File: src/rtl/temp_ctrl_pkg.sv
// temp_ctrl_pkg: shared state encoding, widths and default thresholds.
// Revision 1.0
`default_nettype none

package temp_ctrl_pkg;

  localparam int SUM_W = 16;
  localparam int CNT_W = 8;
  localparam int AVG_W = 8;

  localparam logic [AVG_W-1:0] DEF_LOW_TH  = 8'd18;
  localparam logic [AVG_W-1:0] DEF_HIGH_TH = 8'd26;
  localparam logic [AVG_W-1:0] DEF_HYST    = 8'd2;

  typedef enum logic [1:0] {
    IDLE = 2'd0,
    DIV  = 2'd1,
    DONE = 2'd2
  } state_t;

endpackage

`default_nettype wire

File: src/rtl/seq_div_16x8.sv
// seq_div_16x8: restoring divider, one quotient bit per cycle, MSB first.
// Revision 1.0
`default_nettype none

module seq_div_16x8
  import temp_ctrl_pkg::*;
(
  input  logic             clk_i,
  input  logic             rst_i,
  input  logic             start,
  input  logic [SUM_W-1:0] dividend,
  input  logic [CNT_W-1:0] divisor,
  output logic             busy,
  output logic             done,
  output logic [SUM_W-1:0] quotient,
  output logic [CNT_W-1:0] remainder
);

  logic [SUM_W-1:0] quo_q;
  logic [CNT_W:0]   rem_q;
  logic [CNT_W-1:0] dvs_q;
  logic [3:0]       cnt_q;
  logic             busy_q;

  logic [CNT_W:0]   shifted;
  logic [CNT_W:0]   diff;
  logic             fits;
  logic             unused_rem_msb;

  // Remainder stays below the divisor, so its MSB is only headroom for the trial.
  assign shifted        = {rem_q[CNT_W-1:0], quo_q[SUM_W-1]};
  assign diff           = shifted - {1'b0, dvs_q};
  assign fits           = (shifted >= {1'b0, dvs_q});
  assign unused_rem_msb = rem_q[CNT_W];

  always_ff @(posedge clk_i) begin
    if (rst_i) begin
      quo_q  <= '0;
      rem_q  <= '0;
      dvs_q  <= '0;
      cnt_q  <= '0;
      busy_q <= 1'b0;
    end else if (start) begin
      quo_q  <= dividend;
      rem_q  <= '0;
      dvs_q  <= divisor;
      cnt_q  <= '0;
      busy_q <= 1'b1;
    end else if (busy_q) begin
      rem_q  <= fits ? diff : shifted;
      quo_q  <= {quo_q[SUM_W-2:0], fits};
      cnt_q  <= cnt_q + 4'd1;
      if (cnt_q == 4'd15) busy_q <= 1'b0;
    end
  end

  assign busy      = busy_q;
  assign done      = busy_q && (cnt_q == 4'd15);
  assign quotient  = quo_q;
  assign remainder = rem_q[CNT_W-1:0];

endmodule

`default_nettype wire

File: src/rtl/temp_avg_controller.sv
// temp_avg_controller: sequential sensor averaging with a hysteresis thermostat.
// Revision 1.0
`default_nettype none

module temp_avg_controller
  import temp_ctrl_pkg::*;
#(
  parameter logic [AVG_W-1:0] LOW_TH  = DEF_LOW_TH,
  parameter logic [AVG_W-1:0] HIGH_TH = DEF_HIGH_TH,
  parameter logic [AVG_W-1:0] HYST    = DEF_HYST
) (
  input  logic             clk_i,
  input  logic             rst_i,
  input  logic             start_i,
  input  logic [SUM_W-1:0] temp_sum_i,
  input  logic [CNT_W-1:0] nr_active_sensors_i,
  output logic             busy_o,
  output logic             done_o,
  output logic [AVG_W-1:0] temp_avg_o,
  output logic             div_err_o,
  output logic             heat_o,
  output logic             cool_o
);

  localparam logic [AVG_W:0]   HEAT_REL = {1'b0, LOW_TH} + {1'b0, HYST};
  localparam logic [AVG_W-1:0] COOL_REL = HIGH_TH - HYST;

  if (int'(LOW_TH) + int'(HYST) > int'(HIGH_TH) - int'(HYST)) begin : g_bad_thresholds
    $error("temp_avg_controller: LOW_TH + HYST must not exceed HIGH_TH - HYST");
  end

  state_t           state, next_state;
  logic             err_pending;
  logic             div_start, div_busy, div_done;
  logic [SUM_W-1:0] div_quo;
  logic [CNT_W-1:0] div_rem;
  logic [AVG_W-1:0] avg_new;
  logic             unused_div;

  assign div_start  = (state == IDLE) && start_i && (nr_active_sensors_i != '0);
  assign avg_new    = (|div_quo[SUM_W-1:AVG_W]) ? '1 : div_quo[AVG_W-1:0];
  assign unused_div = div_busy ^ (^div_rem);

  seq_div_16x8 u_div (
    .clk_i     (clk_i),
    .rst_i     (rst_i),
    .start     (div_start),
    .dividend  (temp_sum_i),
    .divisor   (nr_active_sensors_i),
    .busy      (div_busy),
    .done      (div_done),
    .quotient  (div_quo),
    .remainder (div_rem)
  );

  always_ff @(posedge clk_i) begin
    if (rst_i) state <= IDLE;
    else       state <= next_state;
  end

  // An error request spends one cycle in DIV so it reports after the same edge
  // count as the division's first step.
  always_comb begin
    next_state = state;
    case (state)
      IDLE:    if (start_i) next_state = DIV;
      DIV:     if (err_pending || div_done) next_state = DONE;
      DONE:    next_state = IDLE;
      default: next_state = IDLE;
    endcase
  end

  always_ff @(posedge clk_i) begin
    if (rst_i) begin
      err_pending <= 1'b0;
      temp_avg_o  <= '0;
      div_err_o   <= 1'b0;
      heat_o      <= 1'b0;
      cool_o      <= 1'b0;
    end else begin
      if (state == IDLE && start_i) err_pending <= (nr_active_sensors_i == '0);
      if (state == DONE) begin
        if (err_pending) begin
          temp_avg_o <= '0;
          div_err_o  <= 1'b1;
        end else begin
          temp_avg_o <= avg_new;
          div_err_o  <= 1'b0;
          if (avg_new < LOW_TH)                 heat_o <= 1'b1;
          else if ({1'b0, avg_new} >= HEAT_REL) heat_o <= 1'b0;
          if (avg_new > HIGH_TH)                cool_o <= 1'b1;
          else if (avg_new <= COOL_REL)         cool_o <= 1'b0;
        end
      end
    end
  end

  assign busy_o = (state != IDLE);
  assign done_o = (state == DONE);

endmodule

`default_nettype wire

File: config.mk
export PLATFORM = sky130hd
export DESIGN_NAME = temp_avg_controller
export DESIGN_NICKNAME = d
export VERILOG_FILES = /design/src/rtl/temp_ctrl_pkg.sv /design/src/rtl/seq_div_16x8.sv /design/src/rtl/temp_avg_controller.sv
export SDC_FILE = /design/constraint.sdc
export NUM_CORES = 1
export LEC_CHECK = 0
export CORE_UTILIZATION = 45
export CTS_CLUSTER_SIZE = 25
export DETAILED_ROUTE_END_ITERATION = 10
export PLACE_DENSITY = 0.69
export RECOVER_POWER = 25
export SLEW_MARGIN = 10
export SYNTH_ARGS = -nofsm -noshare
export SYNTH_HDL_FRONTEND = slang
export SYNTH_HIERARCHICAL = 1
export SYNTH_SLANG_ARGS = --single-unit
File: constraint.sdc
create_clock -name clk_i -period 4.6 [get_ports clk_i]
set_input_delay 0.92 -clock clk_i [delete_from_list [all_inputs] [get_ports clk_i]]
set_output_delay 0.92 -clock clk_i [all_outputs]
set_load 0.02 [all_outputs]
* Yosys cells after proc, flatten, opt, wreduce, memory -nomap -nowiden
Cells that the tools add are included.
Widths: inputs -> output; s select.
** Storage, ports and cells
- Bits in registers :: 51
- Logic and storage cells :: 56
** Cells by class
- $add $sub $neg :: 2
- $lt $le $gt $ge :: 5
- Equality and inequality tests :: 5
- Mux-type cells :: 16
- Bitwise gates (word level) :: 1
- Reductions and logical operators :: 16
** Operators with widths (number)
- $mux 16 :: 2
- $mux 8 :: 3
- $ge 9x8->1 :: 1
- $ge 8x5->1 const B :: 1
- $gt 8x5->1 const B :: 1
- $le 8x5->1 const B :: 1
- $logic_not 8->1 :: 1
- $lt 8x5->1 const B :: 1
- $mux 1 :: 8
- $reduce_bool 2->1 :: 4
- $reduce_bool 8->1 :: 1
- $reduce_or 8->1 :: 1
- $sub 8x8->8 :: 1
- $reduce_and 3->1 :: 2
- $add 4x1->4 const B :: 1
- $eq 4x4->1 const B :: 1
- $mux 2 :: 2
- $ne 2x2->1 const B :: 2
- $pmux 2 s2 :: 1
- $logic_and 1x1->1 :: 3
- $eq 2x1->1 const B :: 1
- $eq 2x2->1 const B :: 1
- $logic_not 2->1 :: 1
- $reduce_and 2->1 :: 1
- other kinds (3) :: 3

* Depth between registers and ports, before layout
- Depth in word-level cells :: 5
- Mapped depth :: 9
- Gate-level depth less buffers :: 8

* By module
Netlist, hierarchy kept.
** By module, submodules not included
- seq_div_16x8 :: instances 1, cells each 241, area each 1991.9 µm²
- temp_avg_controller :: instances 1, cells each 76, area each 611.8 µm²

* Worst setup path after synthesis
OpenSTA, ideal clock, no wires.
- Kind :: input -> register
- From :: input nr_active_sensors_i[1]
- To :: register u_div.rem_q[0]
- Arrival time :: 2.349 ns
- Data required time :: 4.505 ns
- Slack :: 2.156 ns
- Stages on the path :: 7
- Cells stage by stage :: nor4_1 -> a21oi_1 -> clkbuf_1 -> or2_0 -> clkbuf_1 -> or4b_1 -> o311ai_1
** Between the ends
- Word-level cells in the longest chain between the ends :: 3
** Ends and longest elaborated chain
- start, declared :: line temp_avg_controller.sv:16 : input logic [CNT_W-1:0] nr_active_sensors_i,
- $reduce_bool 8->1 :: line temp_avg_controller.sv:40 : assign div_start = (state == IDLE) && start_i && (nr_active_sensors_i != '0);
- $logic_and 1x1->1 :: line temp_avg_controller.sv:40
- via div_start :: line temp_avg_controller.sv:34 : logic div_start, div_busy, div_done;
- $reduce_or 2->1 (no line)
- end signal, assigned :: line seq_div_16x8.sv:50 : rem_q <= fits ? diff : shifted;
- end, declared :: line seq_div_16x8.sv:20 : logic [CNT_W:0] rem_q;
The timed path passes the listed nets, and every way through them passes these cells.
A chain may end at the register's enable or synchronous reset.

* Worst setup path after layout
- From :: input rst_i
- To :: register u_div.rem_q[5]
** Between the ends
- Word-level cells in the longest chain between the ends :: 1
** Ends and longest elaborated chain
- start, declared :: line temp_avg_controller.sv:13 : input logic rst_i,
- $reduce_or 2->1 (no line)
No other way between the ends.

==> reports/metrics.cfg <==
[floorplan]
die_h_um = 78.1
core_area_um2 = 5540
io_pins = 40
dieArea_um2 = 6090
rows = 27
die_w_um = 78.1
initial_core_util = 0.470

[detailed_routing]
drt_iter0_markers = 74
drtAntennaViolNets = 0
postRouteWirelength_um = 5440
vias = 2235
drt_first_pass_iters = 4
viasPerCell = 5.27
avgRoutedWirePerCell_um = 12.8
drc_errors = 0

[clock_network]
cts.sinks = 51
cts_buffer_depth = 2
path_clk_slew_ps = 90
clkLatencyLatePin_ps = 310
hold_buffers = 0
tritoncts = yes
cts_root_buffer = clkbuf_8
cts_setup_buffers = 0
cts_buffers = 5
htree_num_levels = 2
ctsResizeCount = 0

[worst_setup_path]
arrival_ps = 3410
crit_type = in -> reg
cp-end-kind = register
cp.required_ps = 4790
r2r_slack_ps = 2480
timing.rr.start = u_div/dvs_q[4]$_SDFFE_PP0P_
start_kind = input pin
path_max_fanout = 34
r2r_cells = 7
worstReg2RegEnd = u_div/rem_q[2]$_SDFFE_PP0P_

[timing]
hold_viol = 0
fin_crit_sh = 0.701
relSlewSlack = 0.0289
finalCriticalPeriod_ps = 3220
worst_pin_slew_ps = 1460
hold_ws_ps = 460
rsz0062_at_grt = false
fin_ws_ps = 1380
fmax_ghz = 0.310
slew_violations = 0
setup_tns_ps = 0
worst_clock_skew_ps = 9.03
finalSetupViolCount = 0

[layout]
finalInstanceArea_um2 = 3160
layout-drive-gt1-share = 0.0511
nets = 388
layout_common_cells = 68 x nor2_1, 51 x dfxtp_1, 37 x clkdlybuf4s50_1, 29 x mux2i_1, 29 x a21oi_1
mostFrequentLayoutCell = nor2_1
antenna_cells = 0
area_growth_pct = 21.5
utilization = 0.571

[logic_synthesis]
synthCells = 317
synth_edf_count = 0
ys_async_sr_fraction = 0
yosysSeqAreaShare = 0.392
synth_seq_cells = 51
syn-num-nets = 354
synth_warnings = 6
ys.flop_type = dfxtp_1
syn_avg_cell_area_um2 = 8.21
synthDistinctLibCells = 46
synth_area_um2 = 2600

[outcome]
status = finished clean

[hold_path]
whs_path_depth = 2
holdPathEnd = temp_avg_o[0]$_SDFFE_PP0P_
hp-class = reg -> reg
hold_start = temp_avg_o[0]$_SDFFE_PP0P_

[power]
ir_worst_vdd_mv = 0.147
pwr-share-clk = 0.306
p_sw_mw = 0.314
p_leak_nw = 1.26
seqPwrFrac = 0.455
power_density_nw_per_um2 = 340
comb_power_share = 0.239
p_int_mw = 0.761
swShare = 0.292

[grt]
first_global_vias = 2052
grt_pass1_wl_um = 9070
track_usage = 0.188
antenna_found_initial = 0
grt_max_degree = 42
gr-total-overflow = 0

[placement]
dpl_cell_area_um2 = 3050
place_ws_ps = 1430
globalplace.congestion = 0.797
hpwl_um = 3950
numPortBuffers = 39

[job]
max_cap_viol_count = 0

-- power groups by stage --
stage	logic, mW	registers (mW)	clock network (mW)
5_1_grt	0.287	0.492	0.358
2_1_floorplan	0.194	0.494	0
6_report	0.257	0.489	0.330
4_1_cts	0.258	0.489	0.341
3_5_place_dp	0.257	0.499	0
3_3_place_gp	0.253	0.498	0
-- cell families (layout without fill, tap and decap cells) --
group / after synthesis / after routing / synth area share
AOI/OAI and AO/OA: 67 / 67 / 0.154
xor gates and xnor gates: 7 / 7 / 0.0235
adders and majority gates: 10 / 10 / 0.0509
buffers and inverters: 30 / 65 / 0.0466
DFF: 51 / 51 / 0.392
muxes: 29 / 29 / 0.111
and+or+nand+nor: 123 / 123 / 0.222
-- worst max-delay path, stage by stage --
cell and delay [ps]:
dlygate4sd3_1 520, clkbuf_1 1050, nor2_1 430, a41oi_1 370, o21ai_0 110
-- registers in the layout (all words and copies together), names as in the netlist --
name and count:
u_div/dvs_q 8, state 2, div_err_o 1, u_div/quotient 16, cool_o 1, heat_o 1
err_pending 1, u_div/cnt_q 4, u_div/busy 1, temp_avg_o 8, u_div/rem_q 8
-- worst max path at each step --
stage | start | slack [ps] | endpoint
global placement | nr_active_sensors_i[1] | 1490 | u_div/rem_q[0]$_SDFFE_PP0P_
floorplan | nr_active_sensors_i[1] | 2160 | u_div/rem_q[0]$_SDFFE_PP0P_
finish | rst_i | 1380 | u_div/rem_q[5]$_SDFFE_PP0P_
CTS | nr_active_sensors_i[1] | 1760 | u_div/rem_q[0]$_SDFFE_PP0P_
detailed placement | nr_active_sensors_i[1] | 1430 | u_div/rem_q[0]$_SDFFE_PP0P_
global route | rst_i | 1210 | u_div/rem_q[5]$_SDFFE_PP0P_
-- cell usage after synthesis (2+ instances only) --
master / n / share of area
nor2b_1: 3 / 0.0072
nor4_1: 4 / 0.0096
nor2_1: 68 / 0.098
nand2b_1: 4 / 0.0096
a21oi_1: 30 / 0.058
xor2_1: 5 / 0.017
xnor2_1: 2 / 0.0067
a211oi_1: 2 / 0.0058
a41oi_1: 2 / 0.0067
o21ai_0: 19 / 0.037
ha_1: 9 / 0.043
nor3b_1: 2 / 0.0058
nor3_1: 4 / 0.0077
nand2_1: 20 / 0.029
nand4_1: 3 / 0.0072
clkbuf_1: 9 / 0.013
nand3_1: 3 / 0.0058
inv_1: 15 / 0.022
a21oi_2: 2 / 0.0067
dfxtp_1: 51 / 0.39
or4b_1: 2 / 0.0077
nand3b_1: 2 / 0.0058
buf_2: 4 / 0.0077
mux2i_1: 29 / 0.11
a31oi_1: 2 / 0.0048
-- per-stage QoR --
stage / std cells / power (mW)
floorplan: 317 / 0.689
global placement: 416 / 0.752
detailed placement: 416 / 0.755
CTS: 424 / 1.09
global route: 424 / 1.14
finish: 424 / 1.08
-- final cells by class --
cell class | count | area (um^2)
multi-input combinational | 236 | 1470
fill | 522 | 2380
tap | 72 | 90.1
timing repair buffer | 42 | 409
clock buffer | 6 | 82.6
sequential | 51 | 1020
clock inverter | 2 | 38.8
inverter | 15 | 56.3
-- per-layer routing --
metal	track usage	wire length, um	vias to the layer above
met3	0.0349	160	6
li1	-	-	1160
met5	0	0	-
met2	0.326	2550	35
met1	0.233	2670	1034
met4	0.0611	65	0
No activity file was read; power rests on OpenSTA's default activity.
